===== config.mk =====
export PLATFORM = sky130hd
export DESIGN_NAME = fsm_juego_param
export DESIGN_NICKNAME = d
export VERILOG_FILES = /design/src/rtl/juego_pkg.sv /design/src/rtl/fsm_juego_param_tick_timer.sv /design/src/rtl/fsm_juego_param.sv
export SDC_FILE = /design/constraint.sdc
export NUM_CORES = 1
export LEC_CHECK = 0
export CAP_MARGIN = 0
export CORE_AREA = 2 2 46 53
export DETAILED_ROUTE_END_ITERATION = 12
export DIE_AREA = 0 0 48 55
export MAX_ROUTING_LAYER = met4
export PLACE_DENSITY = 0.75
export SLEW_MARGIN = 0
export SYNTH_ARGS = -nofsm -noshare
export SYNTH_HDL_FRONTEND = slang
export SYNTH_SLANG_ARGS = --single-unit

===== constraint.sdc =====
create_clock -name clk -period 1.75 [get_ports clk]
set_input_delay 0.175 -clock clk [delete_from_list [all_inputs] [get_ports clk]]
set_output_delay 0.175 -clock clk [all_outputs]
set_load 0.02 [all_outputs]

===== src/rtl/juego_pkg.sv =====
// Shared state codes and widths for the flappy-bird game-state controller.
// Latency: n/a (constants and helpers only).
// Backpressure: n/a.
package juego_pkg;

    // State codes are visible on the `state` port, so values are fixed.
    typedef enum logic [2:0] {
        ST_IDLE      = 3'd0,
        ST_READY     = 3'd1,
        ST_PLAYING   = 3'd2,
        ST_PAUSED    = 3'd3,
        ST_HIT       = 3'd4,
        ST_GAME_OVER = 3'd5
    } state_e;

    localparam int LIVES_W = 4;

    // Largest of the three phase lengths; sizes the shared frame timer.
    function automatic int max3(input int a, input int b, input int c);
        int m;
        m = (a > b) ? a : b;
        return (m > c) ? m : c;
    endfunction

endpackage


===== src/rtl/fsm_juego_param_tick_timer.sv =====
// Frame-tick counter with synchronous clear and a terminal-count strobe.
// Latency: done is combinational from cnt/en/term; cnt updates one cycle after en.
// Backpressure: none; clr wins over en, and en is sampled every cycle.
module tick_timer #(
    parameter int CW = 8
) (
    input  logic          clk,
    input  logic          rst,
    input  logic          clr,
    input  logic          en,
    input  logic [CW-1:0] term,
    output logic          done
);

    logic [CW-1:0] cnt;

    // Count ticks; the owner clears on every state change, so it never wraps.
    always_ff @(posedge clk) begin
        if (rst || clr) begin
            cnt <= '0;
        end else if (en) begin
            cnt <= cnt + CW'(1);
        end
    end

    assign done = en && (cnt == term);

endmodule


===== src/rtl/fsm_juego_param.sv =====
// Game-state controller: lives, READY countdown, HIT respawn and GAME_OVER phases.
// Latency: one cycle from input to state/Moore outputs; start_p/hit_p registered.
// Backpressure: none; all inputs are sampled every cycle, tick paces timed phases.
module fsm_juego_param
    import juego_pkg::*;
#(
    parameter int NUM_LIVES   = 3,
    parameter int READY_TICKS = 90,
    parameter int HIT_TICKS   = 60,
    parameter int OVER_TICKS  = 180,
    parameter int CW          = $clog2(max3(READY_TICKS, HIT_TICKS, OVER_TICKS) + 1)
) (
    input  logic               clk,
    input  logic               rst,
    input  logic               tick,
    input  logic               jump,
    input  logic               pausa,
    input  logic               looser,
    output logic               en_pausa,
    output logic               en_counter,
    output logic               game_over,
    output logic [LIVES_W-1:0] lives,
    output logic [2:0]         state,
    output logic               start_p,
    output logic               hit_p
);

    localparam logic [CW-1:0]      READY_TERM = CW'(READY_TICKS - 1);
    localparam logic [CW-1:0]      HIT_TERM   = CW'(HIT_TICKS - 1);
    localparam logic [CW-1:0]      OVER_TERM  = CW'(OVER_TICKS - 1);
    localparam logic [LIVES_W-1:0] LIVES_INIT = LIVES_W'(NUM_LIVES);

    state_e        st_q;
    state_e        st_d;
    logic [CW-1:0] tmr_term;
    logic          tmr_en;
    logic          tmr_clr;
    logic          tmr_done;
    logic          start_d;
    logic          hit_d;

    // Timer terminal value and enable follow the registered state only.
    always_comb begin
        tmr_term = '0;
        tmr_en   = 1'b0;
        case (st_q)
            ST_READY:     begin tmr_term = READY_TERM; tmr_en = tick; end
            ST_HIT:       begin tmr_term = HIT_TERM;   tmr_en = tick; end
            ST_GAME_OVER: begin tmr_term = OVER_TERM;  tmr_en = tick; end
            default:      ;
        endcase
    end

    tick_timer #(
        .CW (CW)
    ) u_timer (
        .clk  (clk),
        .rst  (rst),
        .clr  (tmr_clr),
        .en   (tmr_en),
        .term (tmr_term),
        .done (tmr_done)
    );

    // Next-state decode; pausa beats looser in PLAYING so a paused hit costs nothing.
    always_comb begin
        st_d    = st_q;
        start_d = 1'b0;
        hit_d   = 1'b0;
        case (st_q)
            ST_IDLE: begin
                if (jump && !pausa) begin
                    st_d    = ST_READY;
                    start_d = 1'b1;
                end
            end
            ST_READY: begin
                if (tmr_done) st_d = ST_PLAYING;
            end
            ST_PLAYING: begin
                if (pausa) begin
                    st_d = ST_PAUSED;
                end else if (looser) begin
                    hit_d = 1'b1;
                    st_d  = (lives == LIVES_W'(1)) ? ST_GAME_OVER : ST_HIT;
                end
            end
            ST_PAUSED: begin
                if (jump && !pausa) st_d = ST_READY;
            end
            ST_HIT: begin
                if (tmr_done) st_d = ST_READY;
            end
            ST_GAME_OVER: begin
                if (tmr_done) st_d = ST_IDLE;
            end
            default: st_d = ST_IDLE;
        endcase
        // Clearing on the transition edge drops any tick coincident with entry.
        tmr_clr = (st_d != st_q);
    end

    // State, lives and event pulses.
    always_ff @(posedge clk) begin
        if (rst) begin
            st_q    <= ST_IDLE;
            lives   <= LIVES_INIT;
            start_p <= 1'b0;
            hit_p   <= 1'b0;
        end else begin
            st_q    <= st_d;
            start_p <= start_d;
            hit_p   <= hit_d;
            if (start_d) begin
                lives <= LIVES_INIT;
            end else if (hit_d) begin
                lives <= lives - LIVES_W'(1);
            end
        end
    end

    assign state      = st_q;
    assign en_pausa   = (st_q != ST_PLAYING);
    assign en_counter = (st_q == ST_HIT) || (st_q == ST_GAME_OVER);
    assign game_over  = (st_q == ST_GAME_OVER);

endmodule


==> impl_metrics.py <==
metrics = {
    "die": {
        "dieArea_um2": 2640,
        "die_w_um": 48,
        "rows": 18,
        "start_util_pct": 48.4,
        "die_h_um": 55,
        "coreArea_um2": 2140,
        "ios": 18,
    },
    "global_routing": {
        "grt_pass1_wl_um": 3330,
        "grt-ovfl-total": 0,
        "grt_pass1_vias": 811,
        "grt_max_degree": 13,
        "grt_antenna_before_repair": 0,
        "grt_use_total_pct": 18.5,
    },
    "clock_network": {
        "numCtsBuffers": 3,
        "clkLatencyLatePin_ps": 290,
        "post_cts_buffers": 0,
        "clk_pin_slew_ps": 90,
        "cts_tree": "built",
        "clock_tree.root_cell": "clkbuf_4",
        "clock_path_buffers": 2,
        "cts_max_level": 1,
        "clock_sinks": 17,
    },
    "synthesis": {
        "synth_top_cell_area_share_pct": 32.9,
        "synth.most_common_cell": "dfxtp_1",
        "synth_commonest_cells": "dfxtp_1, nor2_1, nand2_1",
        "yosysTopAreaCell": "dfxtp_1",
        "synth_seq_cells": 17,
        "yosysSeqAreaShare_pct": 32.9,
        "syn_inst": 116,
        "synthTopCellsByArea": "dfxtp_1, xor2_1, nor2_1",
        "yosys_warnings": 0,
        "synth_edf_count": 0,
        "synthArstFlopShare_pct": 0,
        "syn-cell-area_um2": 1040,
        "ys_types": 45,
        "synth_ff_type": "dfxtp_1",
        "syn_avg_cell_area_um2": 8.93,
        "synth_fp_nets": 125,
    },
    "route": {
        "m1WireLength_um": 955,
        "highest_layer": "met4",
        "wl_met3_um": 75,
        "drt_iter0_drc": 11,
        "avgViaCountPerCell": 5.22,
        "drt_pass1_iterations": 4,
        "wirelength_um": 2060,
        "drcViolationCount": 0,
        "routed-wl-met2_um": 992,
        "wl_per_cell_um": 12.1,
        "vias": 893,
        "postRouteAntennaNets": 0,
    },
    "min_path": {
        "hp-class": "reg2reg",
    },
    "cells_and_area": {
        "multi_input_area_um2": 636,
        "stdcell_area_um2": 1320,
        "instances_no_fill": 171,
        "final_nets": 151,
        "antenna_cells": 0,
        "syn_to_final_growth_pct": 26.9,
        "final_util_pct": 61.5,
        "fillers": 200,
        "seqCellArea_um2": 349,
        "drive_above_1_share_pct": 20.6,
    },
    "timing": {
        "final_hold_viol_count": 0,
        "setup_viol": 0,
        "period_share_pct": 96.1,
        "fin_crit_ps": 1680,
        "report.final.slew_viol_count": 0,
        "fmax_mhz": 595,
        "rsz0062_at_grt": "false",
        "worst_pin_slew_ps": 385,
        "relSlewSlack_pct": 74.1,
        "hold_slack_ps": 534,
        "tns_ps": 0,
        "fin_worst_skew_ps": 4.33,
    },
    "critical_path": {
        "ff2ff_path_depth": 6,
        "required_ps": 1570,
        "cp-start-kind": "register",
        "crit_fanout": 7,
        "cp-endpoint": "game_over",
        "cp-end-kind": "output pin",
        "r2r-end": "state[0]$_SDFF_PP0_",
        "r2r-start": "state[2]$_SDFF_PP0_",
        "crit_start": "state[1]$_SDFF_PP0_",
        "critical_path_arrival_ps": 1510,
        "rrSetupSlack_ps": 160,
        "path_class": "reg2out",
    },
    "placed_design": {
        "gp_congestion": 0.833,
        "dp_hpwl_um": 1590,
        "dpl_cell_area_um2": 1280,
        "io_buffer_count": 17,
        "dp.cells": 167,
    },
    "pwr": {
        "total_leakage_power_uw": 0.000519,
        "ir_drop_mv": 0.402,
        "power_density_nw_per_um2": 523,
    },
    "status": {
        "status": "finished clean",
    },
    "run": {
        "maxCapViolCount": 0,
    },
}
-- stage by stage --
stage,setup WS [ps],power [uW]
6_report,68.9,688
5_1_grt,8.32,720
4_1_cts,5.98,700
3_5_place_dp,27.1,493
3_3_place_gp,87.9,492
2_1_floorplan,46.8,456
-- routing by layer --
layer  up-vias  GRT usage, %
met3         5          1.95
li1        458             -
met2        27          30.4
met4         0          8.11
met1       403          22.5
met5         -             -
-- flip-flops by register name, indices dropped and copies added (netlist names) --
name         count
state            3
u_timer.cnt      8
lives            4
hit_p            1
start_p          1
-- kinds of logic (layout without fill, tap and decap cells) --
kind of cell / count (synthesis) / after routing / share of synthesized area, %
AND/OR/NAND/NOR: 54 / 54 / 33.3
AO/OA/AOI/OAI: 17 / 17 / 13.2
flip-flops: 17 / 17 / 32.9
buffers and inverters: 12 / 37 / 5.80
XOR/XNOR: 11 / 11 / 9.30
adder cells (fa/ha/maj): 3 / 3 / 3.62
multiplexers: 2 / 2 / 1.93
-- layout make-up --
class	instances	share of cell area, %
clock buffers	4	2.00
well taps	30	2.85
flip-flops and latches	17	26.5
multi-input cells	87	48.3
repair buffers	26	18.3
inverters	7	2.00
-- cell usage in the layout (no fill, tap or decap), types with 2 or more instances in the layout --
master	netlist	final
dfxtp_4	0	2
nor2b_1	3	3
clkdlybuf4s50_1	0	16
clkbuf_4	0	3
nand3_1	4	4
o21ai_0	3	3
nand4_1	2	2
nor3_1	3	3
buf_4	2	9
a21oi_1	2	2
mux2i_1	2	2
nor2_1	14	14
xnor2_1	4	4
dfxtp_1	17	14
nand2_1	8	8
nor4_2	2	2
xor2_1	7	7
ha_1	3	3
nor3_2	2	2
and4bb_1	2	2
nand2b_1	2	2
or2_2	2	2
inv_1	7	7
-- worst max-delay path, stage by stage, from the launching register on --
cell and delay (ps):
dfxtp_2 360, nand3b_1 200, inv_1 70, clkdlybuf4s50_1 590
-- report_power, final --
part	switching [uW]	total [uW]	internal [uW]	leakage (uW)
Clock	117	206	88.6	0.0000150
Combinational	41.7	83.3	41.7	0.000365
Sequential	9.33	399	390	0.000139
Total	168	688	520	0.000519
-- worst min-delay path by stage --
stage                                      from                           to  slack [ps]  cells past startpoint
global route                state[2]$_SDFF_PP0_          state[2]$_SDFF_PP0_         560                      1
detailed placement  u_timer.cnt[1]$_SDFFE_PP0P_  u_timer.cnt[1]$_SDFFE_PP0P_         530                      2
global placement          lives[1]$_SDFFE_PP1P_        lives[1]$_SDFFE_PP1P_         520                      2
finish                      state[2]$_SDFF_PP0_          state[2]$_SDFF_PP0_         530                      1
CTS                         state[2]$_SDFF_PP0_          state[2]$_SDFF_PP0_         540                      1
floorplan                                looser             hit_p$_SDFF_PP0_         430                      2
-- repair_timing --
item / CTS / global route
setup endpoints to repair: 3 / 3
resized for setup: 2 / 3
hold buffers: 0 / 0
Note: power is estimated with default switching activity, not from simulation.
